===== src/rtl/npu_conv_pkg.sv =====
// Shared conv-path definitions: sequencer state encoding, legal kernel sizes
// and the slice-buffer geometry that w_slice and its controller must agree on.
package npu_conv_pkg;

  typedef enum logic [3:0] {
    S_IDLE    = 4'd0,
    S_DECIDE  = 4'd1,
    S_FILL    = 4'd2,
    S_SETTLE  = 4'd3,
    S_READ    = 4'd4,
    S_WAIT_V  = 4'd5,
    S_ISSUE   = 4'd6,
    S_WAIT_PE = 4'd7,
    S_CLEAR   = 4'd8,
    S_DONE    = 4'd9
  } state_t;

  localparam logic [2:0] KERNEL_3 = 3'd3;
  localparam logic [2:0] KERNEL_6 = 3'd6;

  localparam int ROWS_DEF     = 10;
  localparam int TILES_K6_DEF = 4;

  function automatic logic kernel_legal(input logic [2:0] k);
    return (k == KERNEL_3) || (k == KERNEL_6);
  endfunction

endpackage


===== src/rtl/wait_timer.sv =====
// Loadable down-counter; o_expired is the terminal-count flag (count == 0).
module wait_timer #(
  parameter int W = 8
) (
  input  logic         clk,
  input  logic         rst_n,
  input  logic         i_clr,
  input  logic         i_load,
  input  logic [W-1:0] i_load_val,
  output logic         o_expired
);

  logic [W-1:0] r_cnt;

  always_ff @(posedge clk or negedge rst_n) begin
    if (!rst_n) begin
      r_cnt <= '0;
    end else if (i_clr) begin
      r_cnt <= '0;
    end else if (i_load) begin
      r_cnt <= i_load_val;
    end else if (r_cnt != '0) begin
      r_cnt <= r_cnt - W'(1);
    end
  end

  assign o_expired = (r_cnt == '0);

endmodule


===== src/rtl/w_slice_ctrl.sv =====
// Weight slice buffer sequencer: fill tracking, per-tile weight read, PE handoff,
// buffer delete after each filter group. All outputs are registered.
//
// state     | meaning
// IDLE      | waiting for conv_en, counters and err cleared
// DECIDE    | pick tiles per group from latched kernel, reject bad setups
// FILL      | counting im2col row beats up to ROWS
// SETTLE    | one cycle for the slice buffer to arm
// READ      | weight_read pulse for current tile
// WAIT_V    | waiting for weight_valid, bounded by the read timer
// ISSUE     | waiting for pe_ready, then pe_start
// WAIT_PE   | waiting for pe_done
// CLEAR     | buffer delete pulse, next group or finish
// DONE      | done pulse on entry, held until conv_en drops
module w_slice_ctrl
  import npu_conv_pkg::*;
#(
  parameter int ROWS     = ROWS_DEF,
  parameter int TILES_K6 = TILES_K6_DEF,
  parameter int GROUP_W  = 8,
  parameter int TIMEOUT  = 200
) (
  input  logic               clk,
  input  logic               reset,
  input  logic               sudo_reset,
  input  logic               conv_en,
  input  logic [2:0]         kernel,
  input  logic [GROUP_W-1:0] group_total,
  input  logic               we_im2col_valid,
  output logic               weight_read,
  input  logic               weight_valid,
  input  logic               pe_ready,
  output logic               pe_start,
  input  logic               pe_done,
  output logic               we_valid_del,
  output logic [2:0]         tile_idx,
  output logic [GROUP_W-1:0] group_idx,
  output logic               busy,
  output logic               done,
  output logic               err
);

  localparam int FILL_W = $clog2(ROWS + 1);
  localparam int TMR_W  = $clog2(TIMEOUT + 1);
  localparam logic [FILL_W-1:0] FILL_FULL  = FILL_W'(ROWS);
  localparam logic [FILL_W-1:0] FILL_LAST  = FILL_W'(ROWS - 1);
  localparam logic [2:0]        TILES_K6_V = 3'(TILES_K6);
  // Timer runs through WAIT_V only, so DONE lands TIMEOUT cycles after the read pulse.
  localparam logic [TMR_W-1:0]  TMR_LOAD   = TMR_W'(TIMEOUT - 2);

  state_t r_state, w_next;

  logic [FILL_W-1:0]  r_fill_cnt;
  logic [2:0]         r_tile_idx, r_tiles, r_kernel;
  logic [GROUP_W-1:0] r_group_idx, r_group_total;
  logic               r_err, r_weight_read, r_pe_start, r_del, r_busy, r_done;

  logic w_fill_full, w_last_tile, w_last_group, w_expired;
  logic w_weight_read, w_pe_start, w_del, w_busy, w_done;

  assign w_fill_full  = (r_fill_cnt == FILL_FULL) ||
                        (we_im2col_valid && (r_fill_cnt == FILL_LAST));
  assign w_last_tile  = (r_tile_idx == r_tiles - 3'd1);
  assign w_last_group = (r_group_idx == r_group_total - GROUP_W'(1));

  wait_timer #(.W(TMR_W)) u_wait_timer (
    .clk        (clk),
    .rst_n      (reset),
    .i_clr      (sudo_reset),
    .i_load     (r_state == S_READ),
    .i_load_val (TMR_LOAD),
    .o_expired  (w_expired)
  );

  always_ff @(posedge clk or negedge reset) begin
    if (!reset)          r_state <= S_IDLE;
    else if (sudo_reset) r_state <= S_IDLE;
    else                 r_state <= w_next;
  end

  always_comb begin
    w_next = r_state;
    case (r_state)
      S_IDLE:    if (conv_en) w_next = S_DECIDE;
      S_DECIDE:  w_next = (!kernel_legal(r_kernel) || r_group_total == '0) ? S_DONE : S_FILL;
      S_FILL:    if (w_fill_full) w_next = S_SETTLE;
      S_SETTLE:  w_next = S_READ;
      S_READ:    w_next = S_WAIT_V;
      S_WAIT_V:  if (weight_valid) w_next = S_ISSUE;
                 else if (w_expired) w_next = S_DONE;
      S_ISSUE:   if (pe_ready) w_next = S_WAIT_PE;
      S_WAIT_PE: if (pe_done) w_next = w_last_tile ? S_CLEAR : S_READ;
      S_CLEAR:   w_next = w_last_group ? S_DONE : S_FILL;
      S_DONE:    if (!conv_en) w_next = S_IDLE;
      default:   w_next = S_IDLE;
    endcase
    if (!conv_en && r_state != S_IDLE && r_state != S_DONE) w_next = S_IDLE;
  end

  // Outputs are decoded from the next state so every pulse lines up with its state.
  always_comb begin
    w_weight_read = (w_next == S_READ);
    w_pe_start    = (r_state == S_ISSUE) && (w_next == S_WAIT_PE);
    w_del         = (w_next == S_CLEAR);
    w_done        = (w_next == S_DONE) && (r_state != S_DONE);
    w_busy        = (w_next != S_IDLE) && (w_next != S_DONE);
  end

  always_ff @(posedge clk or negedge reset) begin
    if (!reset) begin
      r_fill_cnt <= '0; r_tile_idx <= '0; r_tiles <= '0; r_kernel <= '0;
      r_group_idx <= '0; r_group_total <= '0; r_err <= 1'b0;
      r_weight_read <= 1'b0; r_pe_start <= 1'b0; r_del <= 1'b0;
      r_busy <= 1'b0; r_done <= 1'b0;
    end else if (sudo_reset) begin
      r_fill_cnt <= '0; r_tile_idx <= '0; r_tiles <= '0; r_kernel <= '0;
      r_group_idx <= '0; r_group_total <= '0; r_err <= 1'b0;
      r_weight_read <= 1'b0; r_pe_start <= 1'b0; r_del <= 1'b0;
      r_busy <= 1'b0; r_done <= 1'b0;
    end else begin
      r_weight_read <= w_weight_read;
      r_pe_start    <= w_pe_start;
      r_del         <= w_del;
      r_busy        <= w_busy;
      r_done        <= w_done;
      case (r_state)
        S_IDLE: begin
          r_err <= 1'b0; r_tile_idx <= '0; r_group_idx <= '0; r_fill_cnt <= '0;
          if (conv_en) begin
            r_kernel      <= kernel;
            r_group_total <= group_total;
          end
        end
        S_DECIDE: begin
          r_tiles <= (r_kernel == KERNEL_6) ? TILES_K6_V : 3'd1;
          if (!kernel_legal(r_kernel) && w_next == S_DONE) r_err <= 1'b1;
        end
        S_FILL:
          if (we_im2col_valid && r_fill_cnt != FILL_FULL) r_fill_cnt <= r_fill_cnt + FILL_W'(1);
        S_WAIT_V:
          if (w_next == S_DONE) r_err <= 1'b1;
        S_WAIT_PE:
          if (w_next == S_READ) r_tile_idx <= r_tile_idx + 3'd1;
        S_CLEAR: begin
          r_fill_cnt <= '0;
          r_tile_idx <= '0;
          if (w_next == S_FILL) r_group_idx <= r_group_idx + GROUP_W'(1);
        end
        default: ;
      endcase
    end
  end

  assign weight_read  = r_weight_read;
  assign pe_start     = r_pe_start;
  assign we_valid_del = r_del;
  assign tile_idx     = r_tile_idx;
  assign group_idx    = r_group_idx;
  assign busy         = r_busy;
  assign done         = r_done;
  assign err          = r_err;

endmodule


===== config.mk =====
export PLATFORM = sky130hd
export DESIGN_NAME = w_slice_ctrl
export DESIGN_NICKNAME = d
export VERILOG_FILES = /design/src/rtl/npu_conv_pkg.sv /design/src/rtl/wait_timer.sv /design/src/rtl/w_slice_ctrl.sv
export SDC_FILE = /design/constraint.sdc
export NUM_CORES = 1
export LEC_CHECK = 0
export CAP_MARGIN = 20
export CORE_ASPECT_RATIO = 1.2
export CORE_MARGIN = 2
export CORE_UTILIZATION = 35
export CTS_BUF_LIST = sky130_fd_sc_hd__clkbuf_16
export CTS_CLUSTER_DIAMETER = 150
export CTS_CLUSTER_SIZE = 28
export DETAILED_ROUTE_END_ITERATION = 6
export HOLD_SLACK_MARGIN = 0.05
export PLACE_DENSITY = 0.66
export RECOVER_POWER = 100
export SYNTH_ARGS = -nofsm -noshare
export SYNTH_HDL_FRONTEND = slang
export SYNTH_SLANG_ARGS = --single-unit

===== constraint.sdc =====
create_clock -name clk -period 3.5 [get_ports clk]
set_input_delay 0.35 -clock clk [delete_from_list [all_inputs] [get_ports clk]]
set_output_delay 0.35 -clock clk [all_outputs]
set_load 0.01 [all_outputs]

======== After elaboration in Yosys (flattened, before gate mapping) ========
Index checks and enable logic that the tools add are counted.
cells by class
  add/sub/neg operators ................... 6
  eq/ne operators ......................... 28
  multiplexer cells ....................... 43
  reductions and logical operators ........ 33
operators with widths
  kind                                                                   count
  8-bit 2-to-1 mux                                                       8
  4-bit 2-to-1 mux                                                       14
  4-bit one-hot mux with 10 select lines                                 1
  4-bit by 3-bit equality test with 1-bit output, second input constant  6
  4-bit equality test, second input constant                             6
  3-bit 2-to-1 mux                                                       8
  8-bit logical NOT                                                      2
  8-bit one-hot mux with 2 select lines                                  1
  8-bit by 1-bit subtractor with 8-bit output, second input constant     2
  3-bit != test, second input constant                                   5
  4-bit by 2-bit equality test with 1-bit output, second input constant  3
  4-bit != test, second input constant                                   3
  3-bit nonzero test                                                     4
  4-bit nonzero test                                                     3
  8-bit by 1-bit adder with 8-bit output, second input constant          1
  8-bit equality test                                                    1
  1-bit logical AND                                                      8
  1-bit 2-to-1 mux                                                       8
  4-bit one-hot mux with 2 select lines                                  1
  2-bit AND reduction                                                    4
  8-bit nonzero test                                                     1
  3-bit one-hot mux with 2 select lines                                  1
  2-bit nonzero test                                                     3
  4-bit by 1-bit adder with 4-bit output, second input constant          1
  other kinds (12)                                                       15
storage, ports and cells
  bits in registers ....................... 47
  output and inout bits ................... 17
  word-level logic and storage cells ...... 124

======== Longest topological paths before layout ========
Gate-level depths: netlist of run 1.
  depth after elaboration ................. 12
  depth in mapped cells ................... 10
  mapped depth without buffers ............ 9

======== Cells and area by module ========
Synthesis of run 1 repeated with hierarchy kept, for this count alone.
unflattened totals
  cells, all modules ...................... 322
  area, all modules ....................... 2884.0 sq um
by module, submodules not included
  module        times used  cells an instance  area each (sq um)  sequential area each (sq um)
  w_slice_ctrl  1           269                2374.8             950.9
  wait_timer    1           53                 509.2              200.2

======== Worst setup path after synthesis of run 1 ========
OpenSTA, ideal clock, no wires.
  path type ............................... register -> register
  from .................................... register r_group_total[0]
  to ...................................... register r_group_idx[5], in the netlist group_idx[5]
  setup time .............................. 0.130 ns
  arrival ................................. 2.337 ns
  setup slack ............................. 1.033 ns
  stages on the path, launching flop included .. 11
  path buffers ............................ 1
  period minus slack after synthesis ...... 2.467 ns
  path through ............................ dfrtp_1 -> inv_1 -> ha_1 -> nor2b_1 -> or3_1 -> a31oi_1 -> o2111ai_1 -> a311oi_2 -> buf_6 -> or3_1 -> a21oi_1
on the way
  cells in the longest elaborated chain, start to end .. 8
  elaborated cells between the ends (all ways) .. 11
  classes of those cells .................. add/sub (1); eq/ne (3); mux (4); reduce/logical (3)
ends and longest elaborated chain
  element                                                                                  line                                    source
  from (decl)                                                                              w_slice_ctrl.sv:55                      logic [GROUP_W-1:0] r_group_idx, r_group_total;
  from (signal assigned)                                                                   w_slice_ctrl.sv:131                     r_group_total <= group_total;
  8-bit by 1-bit subtractor with 8-bit output / 8-bit logical NOT (equally long branches)  w_slice_ctrl.sv:64, w_slice_ctrl.sv:85
  8-bit equality test / 1-bit logical OR (equally long branches)                           w_slice_ctrl.sv:64, w_slice_ctrl.sv:85
  4-bit 2-to-1 mux, on equally long branches                                               w_slice_ctrl.sv:93, w_slice_ctrl.sv:85
  4-bit one-hot mux with 10 select lines *                                                 w_slice_ctrl.sv:83                      case (r_state)
  4-bit 2-to-1 mux *                                                                       w_slice_ctrl.sv:97                      if (!conv_en && r_state != S_IDLE && r_state != S_DONE) w_next = S_IDLE;
  4-bit by 2-bit equality test with 1-bit output *                                         w_slice_ctrl.sv:147                     if (w_next == S_FILL) r_group_idx <= r_group_idx + GROUP_W'(1);
  3-bit != test (no line) *                                                                --
  2-bit AND reduction (no line) *                                                          --
  to (signal assigned)                                                                     w_slice_ctrl.sv:147
  to (decl)                                                                                w_slice_ctrl.sv:55
Every way passes the cells marked *; elsewhere a longest branch is shown, timed or not.
A chain may end at the register's enable or synchronous reset.

======== Final worst setup path of run 1 ========
  from .................................... register r_group_total[0]
  to ...................................... register r_group_idx[2], in the netlist group_idx[2]
The elaborated chain is that of the path after synthesis.

==> out/metrics.yaml, run 1 <==
grt_max_degree: 47
cts_hold_buf: 0
avgSynthCellArea_um2: 9.089
worst_pin_slew_ns: 1.642
cp_num_cells: 9
wl_per_cell_um: 14.97
period_needed_ns: 2.944
hpwl_um: 4899
globalplace.congestion: 0.9066
syn_nets: 346
antenna_found_initial: 0
violations: "capacitance limit, slew limit"
async_reset_ff_share_pct: 100.0
cp_slowest_cell: "a311oi_2"
maxCapViolCount: 1
yosys_warnings: 0
synth_top_area_share_pct: 39.83
hold_violations: 0
start_util_pct: 35.85
cp_cell_sequence: "inv_1, ha_1, nor2b_1, or3_1, a31oi_1, o2111ai_1, a311oi_2, o21ai_0, a21oi_1"
dr.first_iter.drc_count: 113
worstPathRequired_ns: 3.70
syn_inst: 318
die_area_mm2: 0.009004
die_h_um: 103.5
clk_pin_slew_ns: 0.06
grt_pass1_vias: 2418
vdd_drop_max_mv: 0.2699
crit_family: "compound AO/OA/AOI/OAI gates"
vias: 2485
relSlewSlack_pct: -9.434
ys_seq_area_share_pct: 39.83
drive_gt1_share_pct: 7.345
track_usage_pct: 15.30
drv_slew: 32
synthTopCellsByCount: "46 x dfrtp_1, 30 x a21oi_1, 25 x nand2_1"
area.growth.synth_to_final_pct: 18.87
cts_made_buffers: 5
ys_ff_latch: 46
ys_types: 61
ys.flop_type: "dfrtp_1"
endpoint_kind: "flop"
cp.arrival_ns: 3.15
cts_htree_levels: 2
vias_per_cell: 5.535
synth_area_leader_cell: "dfrtp_1"
hp-class: "reg2reg"
cts-root-buf: "clkbuf_16"
final-setup-viol-count: 0
leakagePower_uw: 0.001438
synth_area_mm2: 0.002890
power.density_mw_per_mm2: 533.6
cts_setup_buffers: 0
io_buffers: 35
firstDrtPassIters: 4
finalClockSkew_ns: 0.003495
synth_enable_flop_cells: 0
status: "finished, violations left"
rsz0062_at_grt: "no"
grt_pass1_wl_um: 11210
wirelength_um: 6723
worstSkewPairLatency_ns: 0.28
stdcell_area_mm2: 0.003436
coreArea_mm2: 0.008063
die_x_um: 86.96
crit_path_max_incr_delay_ns: 0.64
yosysMostFrequentCell: "dfrtp_1"
grt_overflow_total: 0
post_cts_resized: 0
cts_buffer_depth: 2
r2r_cells: 9
io_pins: 36
layout.nets: 381
final.setup.tns_ns: 0
insertedDiodeCount: 0
cts_tree: "yes"
crit_fanout: 13
antenna_left: 0
finalCritPeriodShare_pct: 84.11
rows: 36
dpl_cell_area_mm2: 0.003327
max_freq_mhz: 339.7
synth_area_leaders: "dfrtp_1 40%, a21oi_1 5.2%, ha_1 3.9%"
cp_num_buf_inv: 1
fill_cells: 796
drc: 0
critPathKind: "reg2reg"
critPathLaunchType: "flop"
clock_sinks: 46
hold_depth: 2
registers in the layout, indices dropped and copies added, names as in the netlist:
signal / cells
group_idx: 8
pe_start: 1
done: 1
r_fill_cnt: 4
r_tiles: 2
r_group_total: 8
tile_idx: 3
u_wait_timer.r_cnt: 8
err: 1
weight_read: 1
r_kernel: 3
we_valid_del: 1
r_state: 4
busy: 1
worst min-delay path: cells and delay by family, from the launching register on:
kind,cells,cell delay (ns)
and+or+nand+nor,1,0.08
AOI/OAI and AO/OA,1,0.07
DFF,1,0.36
layer usage:
layer  track usage (%)  wire length, µm  vias up
met3             2.390              214       12
met2             25.30             3345       49
met1             19.76             2987     1192
met5                 0                0        -
met4             5.915              176        0
li1                  -                -     1232
logic make-up (layout without fill, tap and decap cells):
| family | Yosys count | count (layout) | share of synthesized area [%] |
|---|---|---|---|
| simple gates | 148 | 148 | 28.61 |
| fa+ha+maj | 9 | 9 | 3.896 |
| buf+inv | 27 | 63 | 4.546 |
| mux | 4 | 4 | 1.429 |
| compound gates | 68 | 68 | 16.84 |
| flops | 46 | 46 | 39.83 |
| xor+xnor | 16 | 16 | 4.848 |
power by group:
group | switching [µW] | internal, µW
Combinational | 415 | 295
Clock | 189 | 258
Sequential | 71.2 | 605
Total | 675 | 1160
area by class of cell:
class                           count  area, µm²  area share [%]
Timing Repair Buffer               45      406.6           11.84
Multi-Input combinational cell    245       1584           46.10
Sequential cell                    46       1151           33.50
Tap cell                           95      118.9           3.460
Clock inverter                      3      12.51          0.3642
Inverter                           10      37.54           1.092
Clock buffer                        5      125.1           3.642
final timing paths:
path,from,end,slack (ns)
worst max register to register,r_group_total[0]$_DFFE_PN0P_,group_idx[2]$_DFFE_PN0P_,0.56
worst max-delay path,r_group_total[0]$_DFFE_PN0P_,group_idx[2]$_DFFE_PN0P_,0.56
min in group asynchronous,reset,tile_idx[0]$_DFFE_PN0P_,0.69
worst min-delay path,r_tiles[2]$_DFFE_PN0P_,r_tiles[2]$_DFFE_PN0P_,0.55
worst min register to register,r_tiles[2]$_DFFE_PN0P_,r_tiles[2]$_DFFE_PN0P_,0.55
max in group asynchronous,reset,r_group_total[5]$_DFFE_PN0P_,0.82
cell usage in the layout, fill, tap and decap left out, types with 3 or more instances in the layout:
master,count
dfrtp_1,46
a21oi_1,30
nand2_1,25
nor2_1,23
nand3_1,19
dlygate4sd3_1,18
clkdlybuf4s50_1,17
nor3_1,13
inv_1,11
or3_1,11
o21ai_0,11
xnor2_1,10
ha_1,9
nand2b_1,7
nor2b_1,7
nand4_1,7
xor2_1,6
nor4_1,5
clkbuf_16,5
clkbuf_1,5
buf_4,5
nor3b_1,4
and3_1,4
or4_1,3
mux2i_1,3
a31oi_1,3
nand3b_1,3
stage by stage:
step	std cells	total power, µW	util (%)	worst slack [ns]	hold WS [ns]
CTS	447	1871	42.97	0.5044	0.2954
global placement	439	1405	41.26	0.6639	0.5298
floorplan	318	1231	-	1.033	0.05441
detailed placement	439	1416	41.26	0.5340	0.5415
finish	449	1834	42.61	0.5562	0.5500
global route	449	1971	42.61	0.2495	0.5800
No activity file was read; power rests on OpenSTA's default activity.
==> run 2, diff against run 1 <==
Settings changed: PLACE_DENSITY 0.66 to 0.68.
Clock period 3.5 ns to 2.5 ns, I/O delays scaled along.
==> run 2 against run 1 <==
Effect of this change: the run ends with setup timing left; clock skew fell by 0.00090 ns; sequential cell count did not move; non-clock buffer count rose by 37; critical path type unchanged; critical endpoint is now tile_idx[1]$_DFFE_PN0P_; largest cell class unchanged; largest power group unchanged.
==> out/metrics.yaml, run 2 (synthesis gave the netlist of run 1 again) <==
status: "finished, violations left"
violations: "setup timing"
clock_sinks: 46  # unchanged
post-route-util_pct: 48.49  # +5.9 points
fin_hold_ws_ns: 0.5267  # -0.02329 ns
dr.first_iter.drc_count: 165  # +46%
cts-root-buf: "clkbuf_16"
cts_buffer_depth: 2  # unchanged
drc: 0  # unchanged
hold_violations: 0  # unchanged
grt_pass1_vias: 2598  # +7.4%
worstPathRequired_ns: 2.72  # -0.98 ns
drive_gt1_share_pct: 22.76  # +15 points
wirelength_um: 7651  # +14%
rsz0062_at_grt: "yes"
endpoint_kind: "flop"
vias: 2693  # +8.4%
io_buffers: 35  # unchanged
drv_slew: 0  # -100%
startpoint: "r_group_total[1]$_DFFE_PN0P_"
hp-class: "in2reg"
worstSkewPairLatency_ns: 0.29  # about the same
finalCritPeriodShare_pct: 102.4  # +18 points
hpwl_um: 5349  # +9.2%
antenna_found_initial: 0  # unchanged
place_inst: 469  # +6.8%
cp.arrival_ns: 2.78  # -0.37 ns
cts_htree_levels: 2  # unchanged
r2r_cells: 9  # unchanged
io_pins: 36  # unchanged
firstDrtPassIters: 4  # unchanged
wl_per_cell_um: 15.74  # +5.1%
layout.nets: 418  # +9.7%
layout_commonest_cell: "dfrtp_1"
track_usage_pct: 16.61  # +1.3 points
r2r-end: "tile_idx[1]$_DFFE_PN0P_"
final-setup-viol-count: 3  # +3
area.growth.synth_to_final_pct: 35.28
die_x_um: 86.96  # unchanged
antenna_left: 0  # unchanged
vias_per_cell: 5.541  # +0.12%
coreArea_mm2: 0.008063  # unchanged
grt_max_degree: 26  # -45%
leakagePower_uw: 0.001659  # +15%
cts_made_buffers: 5  # unchanged
crit_fanout: 4  # -9
clk_pin_slew_ns: 0.06  # about the same
critPathLaunchType: "flop"
relSlewSlack_pct: 14.64  # +24 points
critPathKind: "reg2reg"
rrSetupSlack_ns: -0.06  # -0.62 ns
die_h_um: 103.5  # unchanged
final_cells: 486  # +8.2%
insertedDiodeCount: 0  # unchanged
period_needed_ns: 2.560  # -0.3841 ns
grt_overflow_total: 0  # unchanged
vdd_drop_max_mv: 0.4721  # +75%
globalplace.congestion: 0.8912  # -1.7%
maxCapViolCount: 0  # -1
grt_pass1_wl_um: 12160  # +8.6%
final_cell_mix: "44 x dfrtp_1, 43 x buf_4, 28 x a21oi_1"
cts_tree: "yes"
worst_pin_slew_ns: 1.280  # -0.3612 ns
max_freq_mhz: 390.7  # +15%
dpl_cell_area_mm2: 0.003552  # +6.8%
finalClockSkew_ns: 0.002595  # -0.0009001 ns
rows: 36  # unchanged
cp-endpoint: "tile_idx[1]$_DFFE_PN0P_"
power.density_mw_per_mm2: 758.4  # +42%
reg2reg_from: "r_group_total[1]$_DFFE_PN0P_"
setup_ws_ns: -0.05974  # -0.6159 ns
die_area_mm2: 0.009004  # unchanged
start_util_pct: 35.85  # unchanged
stdcell_area_mm2: 0.003910  # +14%
run 2: changes by cell type in the layout (fill, tap and decap cells not counted), moves of 3 or more:
cell / previous run / this run
buf_4: 5 / 43
clkbuf_1: 5 / 2
o21ai_0: 11 / 7
o21ai_1: 0 / 3
run 2: per-layer routing:
layer  global-route usage (%)  vias up  routed length [µm]
li1                         -     1303                   -
met1                    21.95     1313                3280
met2                    27.75       65                3944
met3                    2.629       12                 313
met4                    4.688        0                 112
met5                        0        -                   0
run 2: worst min path at each step:
stage | from | endpoint | slack, ns | cells after the start
2_1_floorplan | reset | busy$_DFF_PN0_ | -0.05 | 0
3_3_place_gp | reset | r_state[2]$_DFF_PN0_ | 0.25 | 1
3_5_place_dp | reset | pe_start$_DFF_PN0_ | 0.26 | 1
5_1_grt | group_total[4] | r_group_total[4]$_DFFE_PN0P_ | 0.55 | 3
4_1_cts | reset | pe_start$_DFF_PN0_ | 0.48 | 2
6_report | group_total[5] | r_group_total[5]$_DFFE_PN0P_ | 0.53 | 3
run 2: metrics by stage:
| stage | power (µW) | TNS, ns | setup slack (ns) |
|---|---|---|---|
| after floorplan | 1723 | 0 | 0.03320 |
| after global placement | 2086 | 0 | 0.04652 |
| after detailed placement | 2116 | -0.05841 | -0.02965 |
| after CTS | 2900 | 0 | 0.01341 |
| after global routing | 3141 | -1.120 | -0.1358 |
| final | 2965 | -0.08179 | -0.05974 |
run 2: critical path, stage by stage (launching register included):
cell	delay, ns
dfrtp_1	0.43
inv_2	0.12
ha_4	0.13
or3b_4	0.39
o211ai_4	0.21
o221a_4	0.25
buf_6	0.10
nand4_1	0.15
or4_4	0.58
a21oi_2	0.13
run 2: area by class of cell:
type / count / area (µm²)
Clock buffer: 5 / 125.1
Clock inverter: 3 / 41.29
Fill cell: 721 / 4153
Inverter: 10 / 37.54
Multi-Input combinational cell: 245 / 1737
Sequential cell: 46 / 1154
Tap cell: 95 / 118.9
Timing Repair Buffer: 82 / 696.9
run 2: power breakdown:
| part | leakage, µW | switching, µW | internal [µW] |
|---|---|---|---|
| combinational | 0.000953 | 694 | 575 |
| clock | 0.0000812 | 283 | 468 |
| sequential | 0.000625 | 97.1 | 848 |
| total | 0.00166 | 1070 | 1890 |
run 2: timing repair:
| item | CTS | global route |
|---|---|---|
| hold buffers | 1 | 0 |
| gates cloned | 1 | 0 |
| pin swaps | 4 | 14 |
| hold endpoints to repair | 21 | 0 |
| setup buffers | 3 | 4 |
| gates resized for setup | 5 | 25 |
| endpoints found under the setup margin | 8 | 13 |
==> run 3, diff against run 2 <==
Settings changed: CAP_MARGIN 20 to 5.
==> results of run 3 <==
No change in the layout: final DEF, timing and power equal those of run 2.
